--- config.mk ---
export PLATFORM = sky130hd
export DESIGN_NAME = malu_iter_flat
export DESIGN_NICKNAME = d
export VERILOG_FILES = /design/src/rtl/malu_pkg.sv /design/src/rtl/malu_iter_if.sv /design/src/rtl/malu_iter_div.sv /design/src/rtl/malu_iter.sv /design/src/flat_wrapper.sv
export SDC_FILE = /design/constraint.sdc
export NUM_CORES = 2
export LEC_CHECK = 0
export BUFFER_PORTS_ARGS = -buffer_cell sky130_fd_sc_hd__buf_2
export CAP_MARGIN = 20
export CORE_MARGIN = 8
export CORE_UTILIZATION = 55
export DETAILED_ROUTE_END_ITERATION = 8
export PLACE_DENSITY = 0.78
export SKIP_CTS_REPAIR_TIMING = 1
export SLEW_MARGIN = 20
export SYNTH_ARGS = -nofsm -noshare
export SYNTH_HDL_FRONTEND = slang
export SYNTH_SLANG_ARGS = --single-unit
--- constraint.sdc ---
create_clock -name i_clk -period 26.7 [get_ports i_clk]
set_input_delay 1.335 -clock i_clk [delete_from_list [all_inputs] [get_ports i_clk]]
set_output_delay 1.335 -clock i_clk [all_outputs]
set_load 0.1 [all_outputs]
--- src/rtl/malu_pkg.sv ---
// malu_pkg: shared types and helpers for the iterative M-extension unit.
//   malu_op_e    - RISC-V funct3 encodings of the eight M-extension ops
//   malu_state_e - control states of malu_iter
//   is_div / is_rem / is_signed_x / is_signed_y - op classification helpers
package malu_pkg;

  typedef enum logic [2:0] {
    OP_MUL    = 3'b000,
    OP_MULH   = 3'b001,
    OP_MULHSU = 3'b010,
    OP_MULHU  = 3'b011,
    OP_DIV    = 3'b100,
    OP_DIVU   = 3'b101,
    OP_REM    = 3'b110,
    OP_REMU   = 3'b111
  } malu_op_e;

  typedef enum logic [2:0] {
    ST_IDLE,
    ST_MUL,
    ST_DIV,
    ST_FIX,
    ST_DONE
  } malu_state_e;

  // Divide and remainder ops use the iterative divider.
  function automatic logic is_div(input malu_op_e op);
    return op inside {OP_DIV, OP_DIVU, OP_REM, OP_REMU};
  endfunction

  // Remainder ops return the remainder instead of the quotient.
  function automatic logic is_rem(input malu_op_e op);
    return op inside {OP_REM, OP_REMU};
  endfunction

  // rs1 is treated as two's complement.
  function automatic logic is_signed_x(input malu_op_e op);
    return op inside {OP_MUL, OP_MULH, OP_MULHSU, OP_DIV, OP_REM};
  endfunction

  // rs2 is treated as two's complement.
  function automatic logic is_signed_y(input malu_op_e op);
    return op inside {OP_MUL, OP_MULH, OP_DIV, OP_REM};
  endfunction

endpackage

--- src/rtl/malu_iter_if.sv ---
// malu_iter_if: request/response bundle of malu_iter.
//   Request : i_valid, i_op (funct3), i_x, i_y, i_tag, i_kill  -> unit
//             o_ready                                           <- unit
//   Response: o_valid, o_res, o_tag, o_busy                     <- unit
//             i_ready                                           -> unit
// The 'slave' modport is the unit side; 'master' is the issuing side.
interface malu_iter_if #(
  parameter int unsigned XLEN  = 32,
  parameter int unsigned TAG_W = 5
);

  logic             i_valid;
  logic             o_ready;
  logic [2:0]       i_op;
  logic [XLEN-1:0]  i_x;
  logic [XLEN-1:0]  i_y;
  logic [TAG_W-1:0] i_tag;
  logic             i_kill;
  logic             o_valid;
  logic             i_ready;
  logic [XLEN-1:0]  o_res;
  logic [TAG_W-1:0] o_tag;
  logic             o_busy;

  modport master (
    output i_valid, i_op, i_x, i_y, i_tag, i_kill, i_ready,
    input  o_ready, o_valid, o_res, o_tag, o_busy
  );

  modport slave (
    input  i_valid, i_op, i_x, i_y, i_tag, i_kill, i_ready,
    output o_ready, o_valid, o_res, o_tag, o_busy
  );

endinterface

--- src/rtl/malu_iter_div.sv ---
// div_restoring: unsigned XLEN-bit restoring radix-2 divider core.
//   i_clk, i_rst_n          - clock, asynchronous active-low reset
//   i_start                 - load dividend/divisor, clear partial remainder
//   i_en                    - perform one iteration this cycle
//   i_dividend, i_divisor   - unsigned operands sampled on i_start
//   o_done                  - the iteration performed this cycle is the last
//   o_quot, o_rem           - quotient/remainder, valid after the last iteration
// Divide by zero naturally yields quotient all ones and remainder = dividend.
module div_restoring #(
  parameter int unsigned XLEN = 32
) (
  input  logic            i_clk,
  input  logic            i_rst_n,
  input  logic            i_start,
  input  logic            i_en,
  input  logic [XLEN-1:0] i_dividend,
  input  logic [XLEN-1:0] i_divisor,
  output logic            o_done,
  output logic [XLEN-1:0] o_quot,
  output logic [XLEN-1:0] o_rem
);

  localparam int unsigned CNT_W = $clog2(XLEN);

  // q_q starts as the dividend and shifts left; quotient bits enter at the LSB
  // while dividend bits leave at the MSB into the partial remainder.
  logic [XLEN-1:0]  q_q;
  logic [XLEN-1:0]  r_q;
  logic [XLEN-1:0]  d_q;
  logic [CNT_W-1:0] cnt_q;
  logic [XLEN:0]    r_shift;
  logic [XLEN:0]    diff;

  always_comb begin
    r_shift = {r_q, q_q[XLEN-1]};
    diff    = r_shift - {1'b0, d_q};
  end

  always_ff @(posedge i_clk or negedge i_rst_n) begin
    if (!i_rst_n) begin
      q_q   <= '0;
      r_q   <= '0;
      d_q   <= '0;
      cnt_q <= '0;
    end else if (i_start) begin
      q_q   <= i_dividend;
      r_q   <= '0;
      d_q   <= i_divisor;
      cnt_q <= '0;
    end else if (i_en) begin
      // diff[XLEN] set means the trial subtraction went negative: restore.
      r_q   <= diff[XLEN] ? r_shift[XLEN-1:0] : diff[XLEN-1:0];
      q_q   <= {q_q[XLEN-2:0], ~diff[XLEN]};
      cnt_q <= cnt_q + 1'b1;
    end
  end

  assign o_done = i_en && (cnt_q == '1);
  assign o_quot = q_q;
  assign o_rem  = r_q;

endmodule

--- src/rtl/malu_iter.sv ---
// malu_iter: multi-cycle RISC-V M-extension unit (MUL/MULH/MULHSU/MULHU,
// DIV/DIVU/REM/REMU) with a pass-through destination tag.
//   i_clk, i_rst_n - clock, asynchronous active-low reset
//   bus (slave)    - request (i_valid/o_ready, i_op, i_x, i_y, i_tag, i_kill)
//                    and response (o_valid/i_ready, o_res, o_tag, o_busy)
// Multiplies take one compute cycle; divides run XLEN iterations of the
// restoring core followed by a sign-fix cycle. o_ready depends on state only.
// Build option MALU_DIV_EARLY_OUT_EN: divides by zero, signed overflow and
// divisor magnitude > dividend magnitude skip the iterations and go straight
// to the sign-fix cycle. Results are identical either way.
module malu_iter
  import malu_pkg::*;
#(
  parameter int unsigned XLEN  = 32,
  parameter int unsigned TAG_W = 5
) (
  input  logic        i_clk,
  input  logic        i_rst_n,
  malu_iter_if.slave  bus
);

  localparam logic [XLEN-1:0] MIN_NEG = {1'b1, {(XLEN-1){1'b0}}};

  malu_state_e      state_q, state_d;
  malu_op_e         op_q;
  malu_op_e         in_op;
  logic [XLEN-1:0]  x_q, y_q;
  logic [XLEN-1:0]  res_q, res_d;
  logic [TAG_W-1:0] tag_q;
  logic             accept;

  logic [XLEN-1:0]  in_mag_x, in_mag_y;
  logic             div_done;
  logic [XLEN-1:0]  div_quot, div_rem;

  logic [2*XLEN-1:0] ext_x, ext_y, prod;
  logic [XLEN-1:0]   mul_res;

  logic              sx, sy, ovf;
  logic [XLEN-1:0]   q_base, r_base;
  logic [XLEN-1:0]   quot_fin, rem_fin, div_res;

  function automatic logic [XLEN-1:0] mag(input logic [XLEN-1:0] v, input logic sgn);
    return (sgn && v[XLEN-1]) ? (~v + 1'b1) : v;
  endfunction

  assign in_op    = malu_op_e'(bus.i_op);
  // A kill in IDLE has nothing to abort but still blocks a same-cycle accept.
  assign accept   = (state_q == ST_IDLE) && bus.i_valid && !bus.i_kill;
  assign in_mag_x = mag(bus.i_x, is_signed_x(in_op));
  assign in_mag_y = mag(bus.i_y, is_signed_y(in_op));

`ifdef MALU_DIV_EARLY_OUT_EN
  logic in_ovf, early_in, early_q;

  assign in_ovf   = is_signed_y(in_op) && (bus.i_x == MIN_NEG) && (bus.i_y == '1);
  assign early_in = (bus.i_y == '0) || in_ovf || (in_mag_y > in_mag_x);
`endif

  // The core is loaded on the accept edge so the first iteration lands on
  // the following edge, keeping the result at accept + XLEN + 1.
  div_restoring #(
    .XLEN (XLEN)
  ) u_div (
    .i_clk      (i_clk),
    .i_rst_n    (i_rst_n),
    .i_start    (accept && is_div(in_op)),
    .i_en       (state_q == ST_DIV),
    .i_dividend (in_mag_x),
    .i_divisor  (in_mag_y),
    .o_done     (div_done),
    .o_quot     (div_quot),
    .o_rem      (div_rem)
  );

  // Multiply: extending both operands to 2*XLEN makes one unsigned product
  // correct for every signedness combination.
  assign ext_x   = {{XLEN{is_signed_x(op_q) & x_q[XLEN-1]}}, x_q};
  assign ext_y   = {{XLEN{is_signed_y(op_q) & y_q[XLEN-1]}}, y_q};
  assign prod    = ext_x * ext_y;
  assign mul_res = (op_q == OP_MUL) ? prod[XLEN-1:0] : prod[2*XLEN-1:XLEN];

  // Divide sign fix-up.
  assign sx  = is_signed_x(op_q) & x_q[XLEN-1];
  assign sy  = is_signed_y(op_q) & y_q[XLEN-1];
  assign ovf = is_signed_y(op_q) && (x_q == MIN_NEG) && (y_q == '1);

`ifdef MALU_DIV_EARLY_OUT_EN
  // Early-out divides never ran the core; the only non-forced case left is
  // |y| > |x|, whose unsigned result is quotient 0, remainder |x|.
  assign q_base = early_q ? '0 : div_quot;
  assign r_base = early_q ? mag(x_q, is_signed_x(op_q)) : div_rem;
`else
  assign q_base = div_quot;
  assign r_base = div_rem;
`endif

  always_comb begin
    quot_fin = (sx ^ sy) ? (~q_base + 1'b1) : q_base;
    rem_fin  = sx ? (~r_base + 1'b1) : r_base;
    if (y_q == '0) begin
      quot_fin = '1;
      rem_fin  = x_q;
    end else if (ovf) begin
      quot_fin = x_q;
      rem_fin  = '0;
    end
  end

  assign div_res = is_rem(op_q) ? rem_fin : quot_fin;

  // Next state and result register input.
  always_comb begin
    state_d = state_q;
    res_d   = res_q;
    unique case (state_q)
      ST_IDLE: begin
        if (accept) begin
          if (is_div(in_op)) begin
`ifdef MALU_DIV_EARLY_OUT_EN
            state_d = early_in ? ST_FIX : ST_DIV;
`else
            state_d = ST_DIV;
`endif
          end else begin
            state_d = ST_MUL;
          end
        end
      end
      ST_MUL: begin
        res_d   = mul_res;
        state_d = ST_DONE;
      end
      ST_DIV: begin
        if (div_done) state_d = ST_FIX;
      end
      ST_FIX: begin
        res_d   = div_res;
        state_d = ST_DONE;
      end
      ST_DONE: begin
        if (bus.i_ready) state_d = ST_IDLE;
      end
      default: state_d = ST_IDLE;
    endcase
    if (bus.i_kill && (state_q != ST_IDLE)) begin
      state_d = ST_IDLE;
      res_d   = res_q;
    end
  end

  always_ff @(posedge i_clk or negedge i_rst_n) begin
    if (!i_rst_n) begin
      state_q <= ST_IDLE;
      op_q    <= OP_MUL;
      x_q     <= '0;
      y_q     <= '0;
      tag_q   <= '0;
      res_q   <= '0;
`ifdef MALU_DIV_EARLY_OUT_EN
      early_q <= 1'b0;
`endif
    end else begin
      state_q <= state_d;
      res_q   <= res_d;
      if (accept) begin
        op_q  <= in_op;
        x_q   <= bus.i_x;
        y_q   <= bus.i_y;
        tag_q <= bus.i_tag;
`ifdef MALU_DIV_EARLY_OUT_EN
        early_q <= early_in;
`endif
      end
    end
  end

  assign bus.o_ready = (state_q == ST_IDLE);
  assign bus.o_valid = (state_q == ST_DONE);
  assign bus.o_busy  = (state_q != ST_IDLE);
  assign bus.o_res   = res_q;
  assign bus.o_tag   = tag_q;

endmodule

--- src/flat_wrapper.sv ---
// flat-port wrapper written by rule: the top's interface ports become plain ports
module malu_iter_flat import malu_pkg::*;
#(
  parameter int unsigned XLEN  = 32,
  parameter int unsigned TAG_W = 5
)
  (i_clk, i_rst_n, bus_i_valid, bus_i_op, bus_i_x, bus_i_y, bus_i_tag, bus_i_kill, bus_i_ready, bus_o_ready, bus_o_valid, bus_o_res, bus_o_tag, bus_o_busy);
  malu_iter_if #(.XLEN(XLEN), .TAG_W(TAG_W)) bus_i ();
  input  logic i_clk;
  input  logic i_rst_n;
  input wire logic [$bits(bus_i.i_valid)-1:0] bus_i_valid;
  input wire logic [$bits(bus_i.i_op)-1:0] bus_i_op;
  input wire logic [$bits(bus_i.i_x)-1:0] bus_i_x;
  input wire logic [$bits(bus_i.i_y)-1:0] bus_i_y;
  input wire logic [$bits(bus_i.i_tag)-1:0] bus_i_tag;
  input wire logic [$bits(bus_i.i_kill)-1:0] bus_i_kill;
  input wire logic [$bits(bus_i.i_ready)-1:0] bus_i_ready;
  output wire logic [$bits(bus_i.o_ready)-1:0] bus_o_ready;
  output wire logic [$bits(bus_i.o_valid)-1:0] bus_o_valid;
  output wire logic [$bits(bus_i.o_res)-1:0] bus_o_res;
  output wire logic [$bits(bus_i.o_tag)-1:0] bus_o_tag;
  output wire logic [$bits(bus_i.o_busy)-1:0] bus_o_busy;
  assign bus_i.i_valid = bus_i_valid;
  assign bus_i.i_op = bus_i_op;
  assign bus_i.i_x = bus_i_x;
  assign bus_i.i_y = bus_i_y;
  assign bus_i.i_tag = bus_i_tag;
  assign bus_i.i_kill = bus_i_kill;
  assign bus_i.i_ready = bus_i_ready;
  assign bus_o_ready = bus_i.o_ready;
  assign bus_o_valid = bus_i.o_valid;
  assign bus_o_res = bus_i.o_res;
  assign bus_o_tag = bus_i.o_tag;
  assign bus_o_busy = bus_i.o_busy;
  malu_iter #(.XLEN(XLEN), .TAG_W(TAG_W)) u_core (.i_clk(i_clk), .i_rst_n(i_rst_n), .bus(bus_i));
endmodule
==> results.yml <==
final_layout:
  layout-drive-gt1-share_pct: 4.92
  areaGrowthSynthToFinish_pct: 4.14
  fin_util_pct: 57.7
  layout.nets: 7418
worst_setup_path:
  start_kind: "flip-flop"
  cp_num_buf_inv: 7
  crit_arrival_ns: 10.31
  critPathTopFamily: "adder cells"
  crit_fanout: 42
  required_ns: 27.08
  critPathMaxStageDelay_ns: 1.14
  critPathSlowestCell: "fa_1"
  cpMostUsedCell: "fa_1"
  worstSetupPathType: "flip-flop to flip-flop"
  crit_path_end_kind: "flip-flop"
synthesis:
  synth_async_sr_flop_share_pct: 100
  synthCells: 6138
  synth_cell_type_count: 93
  seq_area_frac_synth_pct: 9.92
  synth_ff_type: "dfrtp_1"
  synth_edf_count: 0
  syn_area_um2: 52500
  syn-num-nets: 7574
  ys_ff_latch: 208
  avgSynthCellArea_um2: 8.55
  yosysWarnings: 0
floorplan:
  initial_core_util_pct: 55.4
  core_um2: 94700
  fp.dieW_um: 325
  io_pins: 117
  fp.dieArea_um2: 106000
  die_y_um: 325
  rows: 113
clock_tree:
  cts_tree: "built"
  cts_made_buffers: 23
  root_buffer: "clkbuf_16"
  clockBufferDepth: 3
  clock-sinks: 208
  clk_transition_reported_paths_ns: 0.06
  cts-htree-levels: 1
  clkLatencyLatePin_ns: 0.54
grt:
  grt_overflow: 0
  grt_antenna_before_repair: 12
  grt_pass1_vias: 45200
  grt_pass1_wl_um: 251000
  grt_max_degree: 124
  grt_usage_pct: 29.6
sta:
  slew_headroom_pct: 23.6
  final-max-slew-violation-count: 0
  hold_violations: 0
  period_minus_slack_ns: 9.93
  rsz0062_at_grt: "no"
  period_share_pct: 37.2
  setup_viol: 0
  finClkSkew_ns: 0.0245
  tightest_slew_ns: 1.15
  max_freq_mhz: 101
  setup_tns_ns: 0
placed_design:
  routabilityCongestion: 1.01
  dp_hpwl_um: 120000
  port_buffers: 116
drt:
  dr.pass1.iters: 8
  vias: 42600
  drtAntennaViolNets: 0
  routed_wirelength_um: 156000
  viasPerCell: 5.86
  wl_per_cell_um: 21.5
  drcViolationCount: 0
  drt_iter0_drc: 4065
run:
  cap_violations: 0
outcome:
  status: "completed"
hold_path:
  hp-class: "flip-flop to flip-flop"
-- cells by family after synthesis --
kind of cell | synth area share, %
AO/OA/AOI/OAI | 9.06
XOR/XNOR | 4.36
adder cells (fa/ha/maj) | 48.2
buffers and inverters | 11.8
flip-flops | 9.92
multiplexers | 0.348
AND/OR/NAND/NOR | 16.3
-- cells in the mapped netlist, types with 7 or more instances --
cell type / count / area (um^2)
inv_1: 1243 / 4670
nand2_1: 1170 / 4390
fa_1: 1101 / 22000
clkbuf_1: 359 / 1350
and2_1: 287 / 1800
ha_1: 258 / 3230
o21ai_0: 255 / 1280
dfrtp_1: 208 / 5200
nor2_1: 168 / 631
a21oi_1: 165 / 826
xnor2_1: 153 / 1340
xor2_1: 108 / 946
nand3_1: 64 / 320
a21o_1: 39 / 293
a22oi_1: 38 / 285
nor3_1: 35 / 175
nand4_1: 33 / 206
a31oi_1: 32 / 200
o31ai_1: 31 / 233
nor4_1: 23 / 144
and3_1: 21 / 131
o21a_1: 21 / 158
or3_1: 21 / 131
nand2b_1: 19 / 119
o22ai_1: 19 / 119
o211ai_1: 18 / 135
a22o_1: 16 / 140
mux2i_1: 16 / 160
a211oi_1: 15 / 113
o21bai_1: 15 / 113
or2_2: 13 / 81.3
o41ai_1: 11 / 96.3
buf_1: 10 / 37.5
buf_2: 9 / 45.0
or4_1: 9 / 67.6
a221oi_1: 8 / 70.1
nor2b_1: 7 / 43.8
o21ai_1: 7 / 35.0
o221ai_1: 7 / 61.3
-- cell usage in the layout, fill, tap and decap left out, types with 31 or more instances in the layout --
cell	instances
a21o_1	39
a21oi_1	165
a22oi_1	38
a31oi_1	32
and2_1	286
buf_2	115
buf_4	89
dfrtp_1	208
fa_1	1101
ha_1	258
inv_1	1243
nand2_1	1169
nand3_1	63
nand4_1	33
nor2_1	166
nor3_1	34
o21ai_0	255
o31ai_1	31
xnor2_1	153
xor2_1	108
-- state kept, by name, indices dropped and copies added (netlist names), 5 cells and up --
signal,cells
u_core.u_div.cnt_q,5
u_core.x_q,32
u_core.u_div.o_quot,32
u_core.y_q,32
u_core.u_div.o_rem,32
u_core.bus.o_tag,5
u_core.bus.o_res,32
u_core.u_div.d_q,32
-- per-stage QoR --
stage,std cells,hold slack (ns),area (um^2),worst slack [ns]
floorplan,6138,0.450,52500,17.69
global placement,7221,0.455,53800,17.03
detailed placement,7221,0.461,53800,16.79
CTS,7263,0.480,54600,16.77
global route,7265,0.486,54600,16.24
finish,7272,0.476,54600,16.77
-- worst reg2reg max path: stages, from the launching register on --
cell and delay, ns:
dfrtp_1 0.45, o21ai_0 0.20, buf_4 0.22, and2_2 0.22, buf_4 0.46, nand2_1 0.20
fa_1 0.55, fa_1 0.52, inv_1 0.08, fa_1 0.67, inv_1 0.34, fa_1 1.15
xor2_1 0.67, buf_4 0.30, xnor2_1 0.18, fa_1 0.46, fa_1 0.50, inv_1 0.05
fa_1 0.48, inv_1 0.04, ha_1 0.39, a21o_1 0.20, a21oi_1 0.17, nand2_1 0.09
o41a_4 0.51, a311oi_4 0.37, mux2i_1 0.26, o211ai_2 0.09
-- metal layers --
| metal | GRT usage, % | wire (um) | vias to the layer above |
|---|---|---|---|
| met4 | 12.9 | 8330 | 4 |
| met1 | 39.0 | 60500 | 21600 |
| met3 | 6.28 | 15300 | 507 |
| met2 | 47.5 | 71900 | 2213 |
| met5 | 0 | 67 | - |
| li1 | - | - | 18200 |
-- path summary, 6_finish.rpt --
| check | start | to | slack [ns] | cells past startpoint |
|---|---|---|---|---|
| min in group asynchronous | i_rst_n | u_core.u_div.d_q[12]$_DFFE_PN0P_ | 0.75 | 1 |
| setup reg to reg | u_core.op_q[1]$_DFFE_PN0P_ | u_core.bus.o_res[28]$_DFFE_PN0P_ | 16.77 | 27 |
| hold / removal | u_core.u_div.d_q[12]$_DFFE_PN0P_ | u_core.u_div.d_q[12]$_DFFE_PN0P_ | 0.48 | 2 |
| setup / recovery | u_core.op_q[1]$_DFFE_PN0P_ | u_core.bus.o_res[28]$_DFFE_PN0P_ | 16.77 | 27 |
| hold reg to reg | u_core.u_div.d_q[12]$_DFFE_PN0P_ | u_core.u_div.d_q[12]$_DFFE_PN0P_ | 0.48 | 2 |
| max in group asynchronous | i_rst_n | u_core.x_q[10]$_DFFE_PN0P_ | 24.51 | 2 |
-- final cells by class --
cell class | instances | area (um^2)
Inverter | 1243 | 4670
Tap cell | 1265 | 1580
Clock inverter | 12 | 131
Antenna cell | 8 | 20.0
Multi-Input combinational cell | 4299 | 41100
Sequential cell | 208 | 5200
Fill cell | 8335 | 40100
Timing Repair Buffer | 207 | 1290
Clock buffer | 30 | 632
Power is not shown: default switching activity piles up to over one toggle a cycle in this logic, so the estimate is an artifact.
